==> config.mk <==
export PLATFORM = sky130hd
export DESIGN_NAME = ddr_cmd_arbiter
export DESIGN_NICKNAME = d
export VERILOG_FILES = /design/src/rtl/ddr_cmd_arbiter.sv
export SDC_FILE = /design/constraint.sdc
export NUM_CORES = 1
export LEC_CHECK = 0
export ABC_AREA = 1
export ABC_CLOCK_PERIOD_IN_PS = 1500
export BUFFER_PORTS_ARGS = -buffer_cell sky130_fd_sc_hd__buf_4
export CAP_MARGIN = 15
export CORE_ASPECT_RATIO = 2
export CORE_MARGIN = 4
export CORE_UTILIZATION = 29
export CTS_BUF_LIST = sky130_fd_sc_hd__clkbuf_4 sky130_fd_sc_hd__clkbuf_8 sky130_fd_sc_hd__clkbuf_16
export CTS_CLUSTER_DIAMETER = 100
export DETAILED_ROUTE_END_ITERATION = 7
export PLACE_DENSITY = 0.61
export SLEW_MARGIN = 10
export SYNTH_ARGS = -nofsm -noshare
export SYNTH_HDL_FRONTEND = slang
export SYNTH_SLANG_ARGS = --single-unit
==> constraint.sdc <==
create_clock -name ACLK -period 1.5 [get_ports ACLK]
set_input_delay 0.3 -clock ACLK [delete_from_list [all_inputs] [get_ports ACLK]]
set_output_delay 0.3 -clock ACLK [all_outputs]
set_load 0.02 [all_outputs]
==> src/rtl/ddr_cmd_arbiter.sv <==
// Round-robin arbiter sharing one DDR subsystem command/data port between NREQ burst requesters.
// Grant is combinational in IDLE; write beats pass straight through; read beats return one cycle later.
module ddr_cmd_arbiter #(
   parameter int NREQ      = 2,
   parameter int BURST_LEN = 4,
   parameter int TIMEOUT   = 64
) (
   input  logic                ACLK,
   input  logic                ARESETn,
   input  logic [NREQ-1:0]     req,
   input  logic [NREQ-1:0]     req_we,
   input  logic [NREQ*32-1:0]  req_addr,
   output logic [NREQ-1:0]     gnt,
   input  logic [NREQ*32-1:0]  wr_data,
   input  logic [NREQ*4-1:0]   wr_strb,
   input  logic [NREQ-1:0]     wr_valid,
   output logic [NREQ-1:0]     wr_ready,
   output logic [31:0]         rd_data,
   output logic [NREQ-1:0]     rd_valid,
   output logic [NREQ-1:0]     done,
   output logic                err,
   output logic [2:0]          icmd,
   output logic [31:0]         iaddr,
   output logic [31:0]         data_in,
   output logic [3:0]          dmsel,
   output logic                datain_valid,
   input  logic                busy,
   input  logic [31:0]         dataout,
   input  logic                dataout_valid
);
   localparam int OW = (NREQ > 1) ? $clog2(NREQ) : 1;
   localparam int BW = (BURST_LEN > 1) ? $clog2(BURST_LEN) : 1;
   localparam int TW = (TIMEOUT > 1) ? $clog2(TIMEOUT) : 1;

   typedef enum logic [2:0] {S_IDLE, S_CMD, S_WDATA, S_RDATA, S_DONE} state_t;

   state_t          state_q, state_d;
   logic [OW-1:0]   owner_q, owner_d, ptr_q, ptr_d, pick, cand;
   logic            we_q, we_d, err_q, err_d, found;
   logic [31:0]     addr_q, addr_d, rd_data_q, rd_data_d;
   logic [BW-1:0]   beat_q, beat_d;
   logic [TW-1:0]   to_q, to_d;
   logic [NREQ-1:0] rd_valid_q, rd_valid_d, own_oh, pick_oh;
   logic            wr_xfer, grant;

   // Search starts at the pointer left by the previous burst's DONE, wrapping.
   always_comb begin
      pick  = '0;
      cand  = '0;
      found = 1'b0;
      for (int i = 0; i < NREQ; i++) begin
         cand = OW'((int'(ptr_q) + i) % NREQ);
         if (!found && req[cand]) begin
            found = 1'b1;
            pick  = cand;
         end
      end
   end

   assign own_oh  = {{(NREQ-1){1'b0}}, 1'b1} << owner_q;
   assign pick_oh = {{(NREQ-1){1'b0}}, 1'b1} << pick;
   assign wr_xfer = (state_q == S_WDATA) && wr_valid[owner_q];
   assign grant   = (state_q == S_IDLE) && ARESETn && !busy && found;

   always_comb begin
      state_d    = state_q;
      owner_d    = owner_q;
      ptr_d      = ptr_q;
      we_d       = we_q;
      addr_d     = addr_q;
      err_d      = err_q;
      beat_d     = beat_q;
      to_d       = to_q;
      rd_data_d  = rd_data_q;
      rd_valid_d = '0;
      case (state_q)
         S_IDLE: begin
            if (grant) begin
               owner_d = pick;
               we_d    = req_we[pick];
               addr_d  = req_addr[pick*32 +: 32];
               err_d   = 1'b0;
               state_d = S_CMD;
            end
         end
         S_CMD: begin
            beat_d  = '0;
            to_d    = '0;
            state_d = we_q ? S_WDATA : S_RDATA;
         end
         S_WDATA: begin
            if (wr_xfer) begin
               if (beat_q == BW'(BURST_LEN - 1)) state_d = S_DONE;
               else                              beat_d  = beat_q + 1'b1;
            end
         end
         S_RDATA: begin
            if (dataout_valid) begin
               rd_data_d  = dataout;
               rd_valid_d = own_oh;
               to_d       = '0;
               if (beat_q == BW'(BURST_LEN - 1)) state_d = S_DONE;
               else                              beat_d  = beat_q + 1'b1;
            end else if (to_q == TW'(TIMEOUT - 1)) begin
               // This is the TIMEOUT-th consecutive beat-less cycle.
               err_d   = 1'b1;
               state_d = S_DONE;
            end else begin
               to_d = to_q + 1'b1;
            end
         end
         S_DONE: begin
            ptr_d   = (owner_q == OW'(NREQ - 1)) ? '0 : owner_q + 1'b1;
            state_d = S_IDLE;
         end
         default: state_d = S_IDLE;
      endcase
   end

   always_ff @(posedge ACLK or negedge ARESETn) begin
      if (!ARESETn) begin
         state_q    <= S_IDLE;
         owner_q    <= '0;
         ptr_q      <= '0;
         we_q       <= 1'b0;
         addr_q     <= '0;
         err_q      <= 1'b0;
         beat_q     <= '0;
         to_q       <= '0;
         rd_data_q  <= '0;
         rd_valid_q <= '0;
      end else begin
         state_q    <= state_d;
         owner_q    <= owner_d;
         ptr_q      <= ptr_d;
         we_q       <= we_d;
         addr_q     <= addr_d;
         err_q      <= err_d;
         beat_q     <= beat_d;
         to_q       <= to_d;
         rd_data_q  <= rd_data_d;
         rd_valid_q <= rd_valid_d;
      end
   end

   assign gnt          = grant ? pick_oh : '0;
   assign wr_ready     = (state_q == S_WDATA) ? own_oh : '0;
   assign datain_valid = wr_xfer;
   assign data_in      = wr_xfer ? wr_data[owner_q*32 +: 32] : '0;
   assign dmsel        = wr_xfer ? wr_strb[owner_q*4 +: 4] : '0;
   assign icmd         = (state_q == S_CMD) ? (we_q ? 3'd1 : 3'd0) : 3'd4;
   assign iaddr        = (state_q == S_CMD) ? addr_q : '0;
   assign rd_data      = rd_data_q;
   assign rd_valid     = rd_valid_q;
   assign done         = (state_q == S_DONE) ? own_oh : '0;
   assign err          = (state_q == S_DONE) && err_q;
endmodule

After elaboration in Yosys (flattened, before gate mapping)
Index checks and enable logic that the tools add are counted.

Flip-flop bits (word level): 81. Latch bits: 0. Memory bits (writable): 0. ROM bits: 0. Bits of input ports: 178. Output and inout bits: 113. Logic and storage cells: 95. Memories kept: 0.

$add $sub $neg: 4. $mul: 0. Divide/modulo/power cells: 0. $lt $le $gt $ge: 4. Equal/unequal tests: 13. Shift-type cells: 5. Multiplexer cells: 41. Bitwise logic cells: 0. Reductions and logical operators: 18.

Operator list (count): $shiftx A64 B7 Y32 (2); $mux W32 (2); $mux W1 (18); $mux W3 (6); $mux W2 (8); $mux W6 (2); $pmux W3 S4 (1); $pmux W6 S2 (1); $ne A2 B2 Y1 const B (5); $lt A1 B2 Y1 const B (4); $shiftx A8 B4 Y4 (1); $add A6 B1 Y6 const B (1); $eq A3 B2 Y1 const B (2); $eq A6 B6 Y1 const B (1); $logic_and A1 B1 Y1 (6); $ne A3 B3 Y1 const B (2); $pmux W2 S3 (1); $reduce_and A2 Y1 (3); $reduce_and A3 Y1 (2); $mux W4 (1); $reduce_and A4 Y1 (1); $reduce_bool A2 Y1 (2); $shl A1 B1 Y2 const A (2); $eq A3 B1 Y1 const B (1); other kinds (8) (10).

Depth between registers and ports, before layout
Depth after elaboration: 9. Gate-level depth with buffers: 8. Mapped depth without buffers: 8.

Worst setup path before layout
No wires, ideal clock.

Path type: register to output. Start point: register state_q[2]. End point: output port data_in[10]. Data arrival time: 1.399 ns. Required time: 1.200 ns. Slack: -0.199 ns. Stages on the path, launching flop included: 9. Path buffers: 2. Path through: dfrtp_1 inv_2 nand2_2 nor2_4 inv_2 or2_1 buf_6 buf_6 a21oi_2.

Longest elaborated chain between the ends: 3.

Ends and longest elaborated chain: start, declared (RTL line 37) `state_t state_q, state_d;`; start signal, assigned (RTL line 133) `state_q <= state_d;`; $eq A3 B2 Y1 (RTL line 62) `assign wr_xfer = (state_q == S_WDATA) && wr_valid[owner_q];`; $logic_and A1 B1 Y1 (RTL line 62); $mux W32 (RTL line 149) `assign data_in = wr_xfer ? wr_data[owner_q*32 +: 32] : '0;`; end, declared (RTL line 24) `output logic [31:0] data_in,`.

No other way between the ends.

Worst setup path in the final report
Start point: register state_q[2]. End point: output port data_in[27].

The elaborated chain is that of the path after synthesis.

==> results.toml <==
[status]
status = "complete, but fails checks"
violations = "negative hold slack, negative setup slack"

[global_route]
grt_first_pass_wirelength_um = 26400
grt_usage_pct = 19.5
grt_antenna_before_repair = 0
overflow = 0
grt_pass1_vias = 5233
grt_start_max_net_pins = 82

[placement]
port-buffer-count = 289
gp_congestion = 0.818
dp_hpwl_um = 13600
dpl_worst_slack_ps = -177

[flow_run]
maxCapViolations = 0

[synth]
syn_nets = 825
syn_avg_cell_area_um2 = 7.00
synthCells = 645
ys_types = 23
synth-seq-cells = 81
synth_top_area_cell = "dfrtp_1"
synth-async-reset-ratio_pct = 100
yosysWarnings = 0
synthTopCellsByArea = "dfrtp_1, nand2_1, a21oi_2, nand3_1, nor2_1"
syn_area_um2 = 4520
synth.top_cell.area_share_pct = 44.9
ys.flop_type = "dfrtp_1"
synth_edf_count = 0
ys_seq_area_share_pct = 44.9

[route]
first_pass_iters = 4
drt_iter0_markers = 156
wl_um = 18000
antenna_left = 0
drc = 0
num_vias = 5246
via_per_inst = 4.48
wire_per_inst_um = 15.4

[clocking]
cts_buffers = 9
cts_hold_buf = 0
cts.sinks = 81
clk_path_buf_depth = 2
cts.root.buffer_cell = "clkbuf_16"
cts.htree.levels = 3
clk_latency_ps = 330
cts_tree = "yes"
clk_pin_slew_ps = 60

[power]
p_leak_uw = 0.00433
p_per_area_nw_per_um2 = 1830
ir_drop_uv = 913

[critical_path]
endpoint_kind = "primary output"
reg2reg_depth = 8
crit_path_start_kind = "flop"
criticalPathCategory = "flop to primary output"
max_stage_delay_ps = 380
crit_top_cell = "inv_2"
crit_chain = "inv_2, nand2_4, nor2_4, inv_2, or2_4, buf_12, a21oi_4, buf_6"
path_max_fanout = 17
crit_slowest_cell = "dfrtp_1"
cp.arrival_ps = 1730
required_ps = 1200

[final_layout]
area_growth_pct = 85.6
layout-drive-gt1-share_pct = 46.2
fin_nets = 1148
antenna_cells = 0
nFillCells = 1472

[sta]
setup_tns_ps = -33260
max_freq_mhz = 494
hold_violations = 20
setup_ws_ps = -525
period_share_pct = 135
maxSlewViolCount = 0
rsz0062_at_grt = "true"
whs_ps = -7.92
setup_viol = 84
finClkSkew_ps = 7.33
post-route-min-period_ps = 2030

[worst_hold_path]
hold_class = "input pin to async pin"

[floorplanning]
ios = 291
die_x_um = 96.3
initial_utilization_pct = 29.5
fp.dieH_um = 185
core-area_um2 = 15300
die_area_um2 = 17800
row_count = 64
layout make-up:
class                   count  area (um^2)  area share, %
repair buffers            346         3060           36.4
multi-input cells         473         2520           30.1
flip-flops and latches     81         2030           24.2
clock buffers              12          254           3.03
well taps                 198          248           2.95
inverters                  57          226           2.70
clock inverters             4         52.6          0.627
power breakdown:
part	leakage (uW)	internal, uW	switching (uW)
Clock	0.000142	1370	902
Combinational	0.00317	4240	5200
Sequential	0.00102	3120	512
Total	0.00433	8730	6620
registers in the layout, indices dropped and copies added (netlist names):
signal    count
we_q          1
ptr_q         1
addr_q       32
beat_q        2
rd_data      32
owner_q       1
state_q       3
rd_valid      2
err_q         1
to_q          6
path summary, 6_finish.rpt:
| path | startpoint | endpoint | slack, ps |
|---|---|---|---|
| hold reg to reg | rd_data[24]$_DFFE_PN0P_ | rd_data[24]$_DFFE_PN0P_ | 470 |
| max in group asynchronous | ARESETn | state_q[1]$_DFFE_PN0P_ | 860 |
| hold / removal | ARESETn | ptr_q$_DFFE_PN0N_ | -8 |
| setup / recovery | state_q[2]$_DFFE_PN0P_ | data_in[27] | -530 |
| setup reg to reg | state_q[2]$_DFFE_PN0P_ | to_q[2]$_DFFE_PN0P_ | -90 |
| min in group ACLK | dataout[15] | rd_data[15]$_DFFE_PN0P_ | 170 |
timing repair:
action                                  CTS  global route
gates cloned                              3             3
hold endpoints to repair                  0             0
buffers inserted                          7             5
endpoints found under the setup margin  118           156
pin swaps                                 2             2
resized for setup                        80            23
critical path, delay by kind of cell (launching register included):
| family | cells | cell delay [ps] |
|---|---|---|
| buffers and inverters | 4 | 450 |
| and+or+nand+nor | 3 | 430 |
| DFF | 1 | 380 |
| AOI/OAI and AO/OA | 1 | 130 |
metrics by stage:
step,cells,area (um^2),util [%],power (uW),hold slack (ps)
final,1171,8380,54.8,15400,-7.92
after global routing,1171,8380,54.8,16400,19.0
after CTS,1163,8180,53.5,15000,150
after detailed placement,1139,7480,48.9,11900,459
after global placement,1139,7480,48.9,11800,456
after floorplan,645,4870,-,8570,4.41
placed cells by master, fill, tap and decap left out:
master        n
nand2_1     301
buf_4       272
dfrtp_1      80
buf_6        58
inv_1        49
nand3_1      42
a21oi_4      30
nor2_1       28
nor2_2       17
nor2_4       15
clkbuf_16    11
buf_12       10
nand4_1       8
a21oi_2       6
inv_2         5
o21ai_0       5
a21oi_1       4
buf_16        4
nand2_4       3
clkinvlp_4    3
inv_4         2
nand3_4       2
o21ai_1       2
nand3_2       2
or2_2         2
ha_1          2
clkbuf_4      2
or2_4         1
inv_8         1
nand2_2       1
xor2_1        1
conb_1        1
bufinv_16     1
clkbuf_8      1
dfrtp_2       1
metal layers:
metal	global-route usage, %	vias up	share of wire [%]	wire, um
li1	-	2621	-	-
met1	18.3	2409	31	5580
met2	39.5	191	60	10700
met3	3.02	25	6.8	1220
met4	7.41	0	2.6	476
met5	0	-	0	0
Yosys cell counts (5+ instances only):
cell	n
nand4_1	8
buf_2	11
a21oi_2	29
nand3_1	46
a21oi_1	11
buf_6	5
nand2_1	303
inv_1	54
dfrtp_1	81
nor2_1	57
clkbuf_1	11
o21ai_0	7
cell families after synthesis:
logic type / after synthesis / synth area share [%]
buffers and inverters: 91 / 9.03
xor gates and xnor gates: 1 / 0.194
and+or+nand+nor: 422 / 37.7
DFF: 81 / 44.9
adders and majority gates: 2 / 0.554
AOI/OAI and AO/OA: 47 / 7.62
other: 1 / 0.0830
No activity file was read; power rests on OpenSTA's default activity.
